File: src/rtl/clause_status_scanner_if.sv
`default_nettype none
// ============================================================================
// Module   : clause_status_scanner_if
// Purpose  : Batch handshake and data bus between the clause status scanner,
//            the comparator that validates each batch, and the OR stage that
//            merges newly false literals into the stored batch.
// Revision : 1.0  initial release
// ============================================================================
interface clause_status_scanner_if #(
  parameter int W   = 48,
  parameter int BID = 2
);
  logic           mem_mask_valid;
  logic           mem_mask_ready;
  logic [BID-1:0] batch_idx;
  logic [W-1:0]   assign_out;
  logic [W-1:0]   or_result_in;

  // Comparator / OR-stage side
  modport master (
    output mem_mask_valid,
    output or_result_in,
    input  mem_mask_ready,
    input  batch_idx,
    input  assign_out
  );

  // Scanner side
  modport slave (
    input  mem_mask_valid,
    input  or_result_in,
    output mem_mask_ready,
    output batch_idx,
    output assign_out
  );
endinterface
`default_nettype wire

File: src/rtl/clause_status_scanner.sv
`default_nettype none
// ============================================================================
// Module   : clause_status_scanner
// Purpose  : Holds the per-literal falsity store for every clause, walks it
//            one batch per accepted beat, writes back the OR-merged batch and
//            reports the lowest conflicting clause and lowest unit clause.
// Revision : 1.0  initial release
// ============================================================================
module clause_status_scanner #(
  parameter int NUM_CLAUSES           = 64,
  parameter int NUM_CLAUSES_PER_CYCLE = 16,
  parameter int NUM_VARS_PER_CLAUSE   = 3,
  localparam int W   = NUM_VARS_PER_CLAUSE * NUM_CLAUSES_PER_CYCLE,
  localparam int NB  = NUM_CLAUSES / NUM_CLAUSES_PER_CYCLE,
  localparam int CID = (NUM_CLAUSES > 1) ? $clog2(NUM_CLAUSES) : 1,
  localparam int BID = (NB > 1) ? $clog2(NB) : 1,
  localparam int LID = (NUM_VARS_PER_CLAUSE > 1) ? $clog2(NUM_VARS_PER_CLAUSE) : 1
) (
  input  wire logic                    clk,
  input  wire logic                    rst,
  input  wire logic                    start,
  input  wire logic                    clear,
  clause_status_scanner_if.slave       bus,
  output logic                         busy,
  output logic                         done,
  output logic                         conflict,
  output logic [CID-1:0]               conflict_clause,
  output logic                         unit_found,
  output logic [CID-1:0]               unit_clause,
  output logic [LID-1:0]               unit_lit_pos
);

  localparam int CPC = NUM_CLAUSES_PER_CYCLE;
  localparam int NV  = NUM_VARS_PER_CLAUSE;
  localparam int CW  = (CPC > 1) ? $clog2(CPC) : 1;

  typedef enum logic [1:0] {
    ST_IDLE = 2'd0,
    ST_SCAN = 2'd1,
    ST_DONE = 2'd2
  } state_t;

  state_t          state_q, state_d;
  logic [BID-1:0]  batch_idx_q;
  logic [W-1:0]    store_q [NB];
  logic            conflict_q;
  logic [CID-1:0]  conflict_clause_q;
  logic            unit_found_q;
  logic [CID-1:0]  unit_clause_q;
  logic [LID-1:0]  unit_lit_pos_q;

  logic            w_beat;
  logic            w_last;
  logic            w_batch_conf;
  logic [CW-1:0]   w_conf_idx;
  logic            w_batch_unit;
  logic [CW-1:0]   w_unit_idx;
  logic [LID-1:0]  w_unit_pos;

  // Global clause id from batch number and slot within the batch
  function automatic logic [CID-1:0] f_gid(input logic [BID-1:0] b,
                                           input logic [CW-1:0]  c);
    int g;
    g = int'(b) * CPC + int'(c);
    return g[CID-1:0];
  endfunction

  assign w_beat = (state_q == ST_SCAN) && bus.mem_mask_valid;
  assign w_last = (batch_idx_q == BID'(NB - 1));

  assign bus.mem_mask_ready = (state_q == ST_SCAN);
  assign bus.batch_idx      = batch_idx_q;
  assign bus.assign_out     = store_q[batch_idx_q];

  assign busy            = (state_q == ST_SCAN);
  assign done            = (state_q == ST_DONE);
  assign conflict        = conflict_q;
  assign conflict_clause = conflict_clause_q;
  assign unit_found      = unit_found_q;
  assign unit_clause     = unit_clause_q;
  assign unit_lit_pos    = unit_lit_pos_q;

  // Classify every clause of the merged batch; walking high-to-low leaves the lowest hit
  always_comb begin
    int            cnt;
    logic [LID-1:0] pos;
    w_batch_conf = 1'b0;
    w_conf_idx   = '0;
    w_batch_unit = 1'b0;
    w_unit_idx   = '0;
    w_unit_pos   = '0;
    cnt          = 0;
    pos          = '0;
    for (int c = CPC - 1; c >= 0; c--) begin
      cnt = 0;
      pos = '0;
      for (int l = 0; l < NV; l++) begin
        if (bus.or_result_in[c*NV + l]) cnt = cnt + 1;
        else                            pos = LID'(l);
      end
      if (cnt == NV) begin
        w_batch_conf = 1'b1;
        w_conf_idx   = CW'(c);
      end
      if (cnt == NV - 1) begin
        w_batch_unit = 1'b1;
        w_unit_idx   = CW'(c);
        w_unit_pos   = pos;
      end
    end
  end

  // Next-state logic: a conflict in the current beat ends the pass early
  always_comb begin
    state_d = state_q;
    unique case (state_q)
      ST_IDLE: if (start) state_d = ST_SCAN;
      ST_SCAN: if (w_beat && (w_batch_conf || w_last)) state_d = ST_DONE;
      ST_DONE: state_d = ST_IDLE;
      default: state_d = ST_IDLE;
    endcase
  end

  // State register
  always_ff @(posedge clk) begin
    if (rst) state_q <= ST_IDLE;
    else     state_q <= state_d;
  end

  // Store, batch pointer and first-found result registers
  always_ff @(posedge clk) begin
    if (rst) begin
      for (int b = 0; b < NB; b++) store_q[b] <= '0;
      batch_idx_q       <= '0;
      conflict_q        <= 1'b0;
      conflict_clause_q <= '0;
      unit_found_q      <= 1'b0;
      unit_clause_q     <= '0;
      unit_lit_pos_q    <= '0;
    end else begin
      unique case (state_q)
        ST_IDLE: begin
          if (clear) begin
            for (int b = 0; b < NB; b++) store_q[b] <= '0;
          end
          if (clear || start) begin
            batch_idx_q       <= '0;
            conflict_q        <= 1'b0;
            conflict_clause_q <= '0;
            unit_found_q      <= 1'b0;
            unit_clause_q     <= '0;
            unit_lit_pos_q    <= '0;
          end
        end
        ST_SCAN: begin
          if (w_beat) begin
            store_q[batch_idx_q] <= bus.or_result_in;
            if (!conflict_q && w_batch_conf) begin
              conflict_q        <= 1'b1;
              conflict_clause_q <= f_gid(batch_idx_q, w_conf_idx);
            end
            if (!unit_found_q && w_batch_unit) begin
              unit_found_q   <= 1'b1;
              unit_clause_q  <= f_gid(batch_idx_q, w_unit_idx);
              unit_lit_pos_q <= w_unit_pos;
            end
            if (!(w_batch_conf || w_last)) batch_idx_q <= batch_idx_q + BID'(1);
          end
        end
        ST_DONE: batch_idx_q <= '0;
        default: batch_idx_q <= '0;
      endcase
    end
  end

endmodule
`default_nettype wire
File: src/flat_wrapper.sv
// flat-port wrapper written by rule: the top's interface ports become plain ports
module clause_status_scanner_flat 
#(
  parameter int NUM_CLAUSES           = 64,
  parameter int NUM_CLAUSES_PER_CYCLE = 16,
  parameter int NUM_VARS_PER_CLAUSE   = 3,
  localparam int W   = NUM_VARS_PER_CLAUSE * NUM_CLAUSES_PER_CYCLE,
  localparam int NB  = NUM_CLAUSES / NUM_CLAUSES_PER_CYCLE,
  localparam int CID = (NUM_CLAUSES > 1) ? $clog2(NUM_CLAUSES) : 1,
  localparam int BID = (NB > 1) ? $clog2(NB) : 1,
  localparam int LID = (NUM_VARS_PER_CLAUSE > 1) ? $clog2(NUM_VARS_PER_CLAUSE) : 1
)
  (clk, rst, start, clear, busy, done, conflict, conflict_clause, unit_found, unit_clause, unit_lit_pos, bus_mem_mask_valid, bus_or_result_in, bus_mem_mask_ready, bus_batch_idx, bus_assign_out);
  clause_status_scanner_if bus_i ();
  input  wire logic clk;
  input  wire logic rst;
  input  wire logic start;
  input  wire logic clear;
  output logic busy;
  output logic done;
  output logic conflict;
  output logic [CID-1:0] conflict_clause;
  output logic unit_found;
  output logic [CID-1:0] unit_clause;
  output logic [LID-1:0] unit_lit_pos;
  input wire logic [$bits(bus_i.mem_mask_valid)-1:0] bus_mem_mask_valid;
  input wire logic [$bits(bus_i.or_result_in)-1:0] bus_or_result_in;
  output wire logic [$bits(bus_i.mem_mask_ready)-1:0] bus_mem_mask_ready;
  output wire logic [$bits(bus_i.batch_idx)-1:0] bus_batch_idx;
  output wire logic [$bits(bus_i.assign_out)-1:0] bus_assign_out;
  assign bus_i.mem_mask_valid = bus_mem_mask_valid;
  assign bus_i.or_result_in = bus_or_result_in;
  assign bus_mem_mask_ready = bus_i.mem_mask_ready;
  assign bus_batch_idx = bus_i.batch_idx;
  assign bus_assign_out = bus_i.assign_out;
  clause_status_scanner #(.NUM_CLAUSES(NUM_CLAUSES), .NUM_CLAUSES_PER_CYCLE(NUM_CLAUSES_PER_CYCLE), .NUM_VARS_PER_CLAUSE(NUM_VARS_PER_CLAUSE)) u_core (.clk(clk), .rst(rst), .start(start), .clear(clear), .bus(bus_i), .busy(busy), .done(done), .conflict(conflict), .conflict_clause(conflict_clause), .unit_found(unit_found), .unit_clause(unit_clause), .unit_lit_pos(unit_lit_pos));
endmodule
File: config.mk
export PLATFORM = sky130hd
export DESIGN_NAME = clause_status_scanner_flat
export DESIGN_NICKNAME = d
export VERILOG_FILES = /design/src/rtl/clause_status_scanner_if.sv /design/src/rtl/clause_status_scanner.sv /design/src/flat_wrapper.sv
export SDC_FILE = /design/constraint.sdc
export NUM_CORES = 1
export LEC_CHECK = 0
export CAP_MARGIN = 30
export CORE_ASPECT_RATIO = 0.9
export CORE_UTILIZATION = 61
export DETAILED_ROUTE_END_ITERATION = 7
export HOLD_SLACK_MARGIN = 0.1
export PLACE_DENSITY = 0.87
export SLEW_MARGIN = 20
export SYNTH_ARGS = -nofsm -noshare
export SYNTH_HDL_FRONTEND = slang
export SYNTH_SLANG_ARGS = --single-unit
File: constraint.sdc
create_clock -name clk -period 5.3 [get_ports clk]
set_clock_uncertainty 0.1 [all_clocks]
set_input_delay 1.325 -clock clk [delete_from_list [all_inputs] [get_ports clk]]
set_output_delay 1.325 -clock clk [all_outputs]
set_load 0.005 [all_outputs]
==> qor.yml <==
crit_path_end_kind: "output pin"
track_usage_pct: 30.64
grt_overflow: 0
crit_chain: "buf_12, mux4_2, clkdlybuf4s50_1"
clockBufferDepth: 3
setup_viol: 0
fin_util_pct: 75.80
layout_common_cells: "edfxtp_1, nor2_1, clkdlybuf4s50_1"
r2r_end: "u_core.unit_lit_pos[0]"
antenna_found_initial: 0
cts_resized: 0
cp.required_ns: 3.88
drv_cap: 0
slowest_stage: "dfxtp_4"
syn_area_per_cell_um2: 12.85
drc: 0
hold_violations: 0
postLayoutCellArea_um2: 12970
tns_ns: 0
crit_arrival_ns: 2.52
synth_edf_count: 192
yosys_register_bits: 214
cts_tree: "yes"
syn2layout_area_growth_pct: 20.05
nets: 1051
antenna_cells: 0
place.gp.congestion: 0.9508
cts_made_buffers: 22
worst_pin_slew_ns: 0.8340
cts_htree_levels: 1
max_stage_delay_ns: 0.66
final_antenna_net_count: 0
yosys_warnings: 0
reg2reg_slack_ns: 2.67
via_per_inst: 6.390
post-cts-setup-buffers: 0
startpoint_type: "register"
syn_nets: 930
finalPower_mw: 3.911
fp.dieH_um: 128.3
fmax_mhz: 253.5
cellLeakagePower_nw: 5.083
clk_latency_ns: 0.49
grt_pass1_vias: 7727
r2r-start: "u_core.state_q[1]"
synth_top_flop_cell: "edfxtp_1"
synth_area_um2: 10810
port_buffers: 121
dieArea_um2: 18250
rsz0062_at_grt: "no"
whs_ns: 0.4284
r2r_cells: 7
grt_max_degree: 50
postPlaceCellArea_um2: 12330
firstDrtPassIters: 5
yosys.cell_types.count: 77
die_x_um: 142.3
synth_cells: 841
worst-path-max-fanout: 27
io_pins: 122
root_buffer: "clkbuf_16"
vias: 7738
initial_core_util_pct: 63.14
clk_pin_slew_ns: 0.06
cts-hold-fix-buffers: 0
ir_drop_mv: 0.2211
core_area_um2: 17120
powerDensity_nw_per_um2: 301.4
status: "complete, no violations"
final_common_cell: "edfxtp_1"
core.rowCount: 45
drive_above_1_share_pct: 12.50
ys_async_sr_fraction_pct: 0
drtIter0Drc: 815
grt_pass1_wl_mm: 41.94
hp-start: "u_core.unit_clause[3]"
slew-limit-headroom_pct: 44.40
crit_type: "register to output pin"
wl_per_cell_um: 22.47
hold_path_class: "register to register"
cts_sinks: 214
dpl.hpwl_mm: 17.90
ys_seq_area_share_pct: 57.42
period_minus_slack_ns: 3.945
slew_violations: 0
endpoint: "bus_assign_out[2]"
wl_mm: 27.22
finalCritPeriodShare_pct: 74.44
==> final cells by class <==
cell class | count | area (um^2)
flip-flops and latches | 214 | 6211
inverters | 43 | 161.4
well taps | 235 | 294.0
clock inverters | 7 | 30.03
repair buffers | 136 | 1374
fillers | 1077 | 4141
clock buffers | 31 | 615.6
multi-input cells | 545 | 4289
==> worst min path at each step <==
stage                     depth (start not counted)  slack (ns)               endpoint
after global placement                            2        0.39  u_core.unit_clause[4]
after global routing                              1        0.44  u_core.unit_clause[1]
after floorplan                                   1        0.36  u_core.unit_clause[0]
after CTS                                         2        0.42        u_core.conflict
final                                             1        0.43  u_core.unit_clause[3]
after detailed placement                          2        0.40        u_core.conflict
==> worst max-delay path: cells and delay by family (launching register included) <==
kind,cells,cell delay (ns)
buf+inv,2,0.77
mux,1,0.57
flops,1,0.66
==> cells by family after synthesis <==
| group | after synthesis | share of synthesized area (%) |
|---|---|---|
| simple gates | 361 | 18.60 |
| flops | 214 | 57.42 |
| compound gates | 93 | 6.147 |
| buf+inv | 82 | 3.010 |
| mux | 55 | 10.65 |
| fa+ha+maj | 36 | 4.168 |
==> per-layer routing <==
layer	track usage [%]	wire, um
met3	5.454	2616
met1	43.35	11060
met4	8.855	513
met5	0	0
met2	49.05	13020
==> report_power, final <==
part           switching, mW  internal [mW]
registers             0.0310           1.94
logic                  0.282          0.236
clock network          0.616          0.805
==> sequential cells by signal, indices dropped and copies added (netlist names), named ones only <==
signal,flops
u_core.unit_lit_pos,2
u_core.bus.batch_idx,2
u_core.conflict,1
u_core.state_q,2
u_core.unit_found,1
u_core.store_q,192
u_core.unit_clause,6
u_core.conflict_clause,6
==> Yosys cell counts (all sizes together) (6+ instances only) <==
cell     instances  area, um^2
nor3             7       35.03
nor3b           12       95.09
and3            52       325.3
nand4bb          6       67.56
mux2i            7       70.07
nand3            7       50.05
a31oi            7       43.79
nor2           173       649.4
clkbuf          29       108.9
nand2           26       97.59
a21oi           19       95.09
mux4            48        1081
nand2b          16       100.1
inv             43       161.4
ha              36       450.4
o22ai            6       37.54
edfxtp         192        5766
buf             10       55.05
o21ai           16       80.08
dfxtp           22       440.4
and2             6       40.04
nand3b          12       90.09
nor4             8       92.58
==> stage by stage <==
stage | instances | setup slack [ns]
after floorplan | 841 | 1.492
after global placement | 1172 | 1.097
after detailed placement | 1173 | 1.008
after CTS | 1211 | 1.308
after global routing | 1211 | 1.206
final | 1211 | 1.355
(Power assumes the default switching activity.)
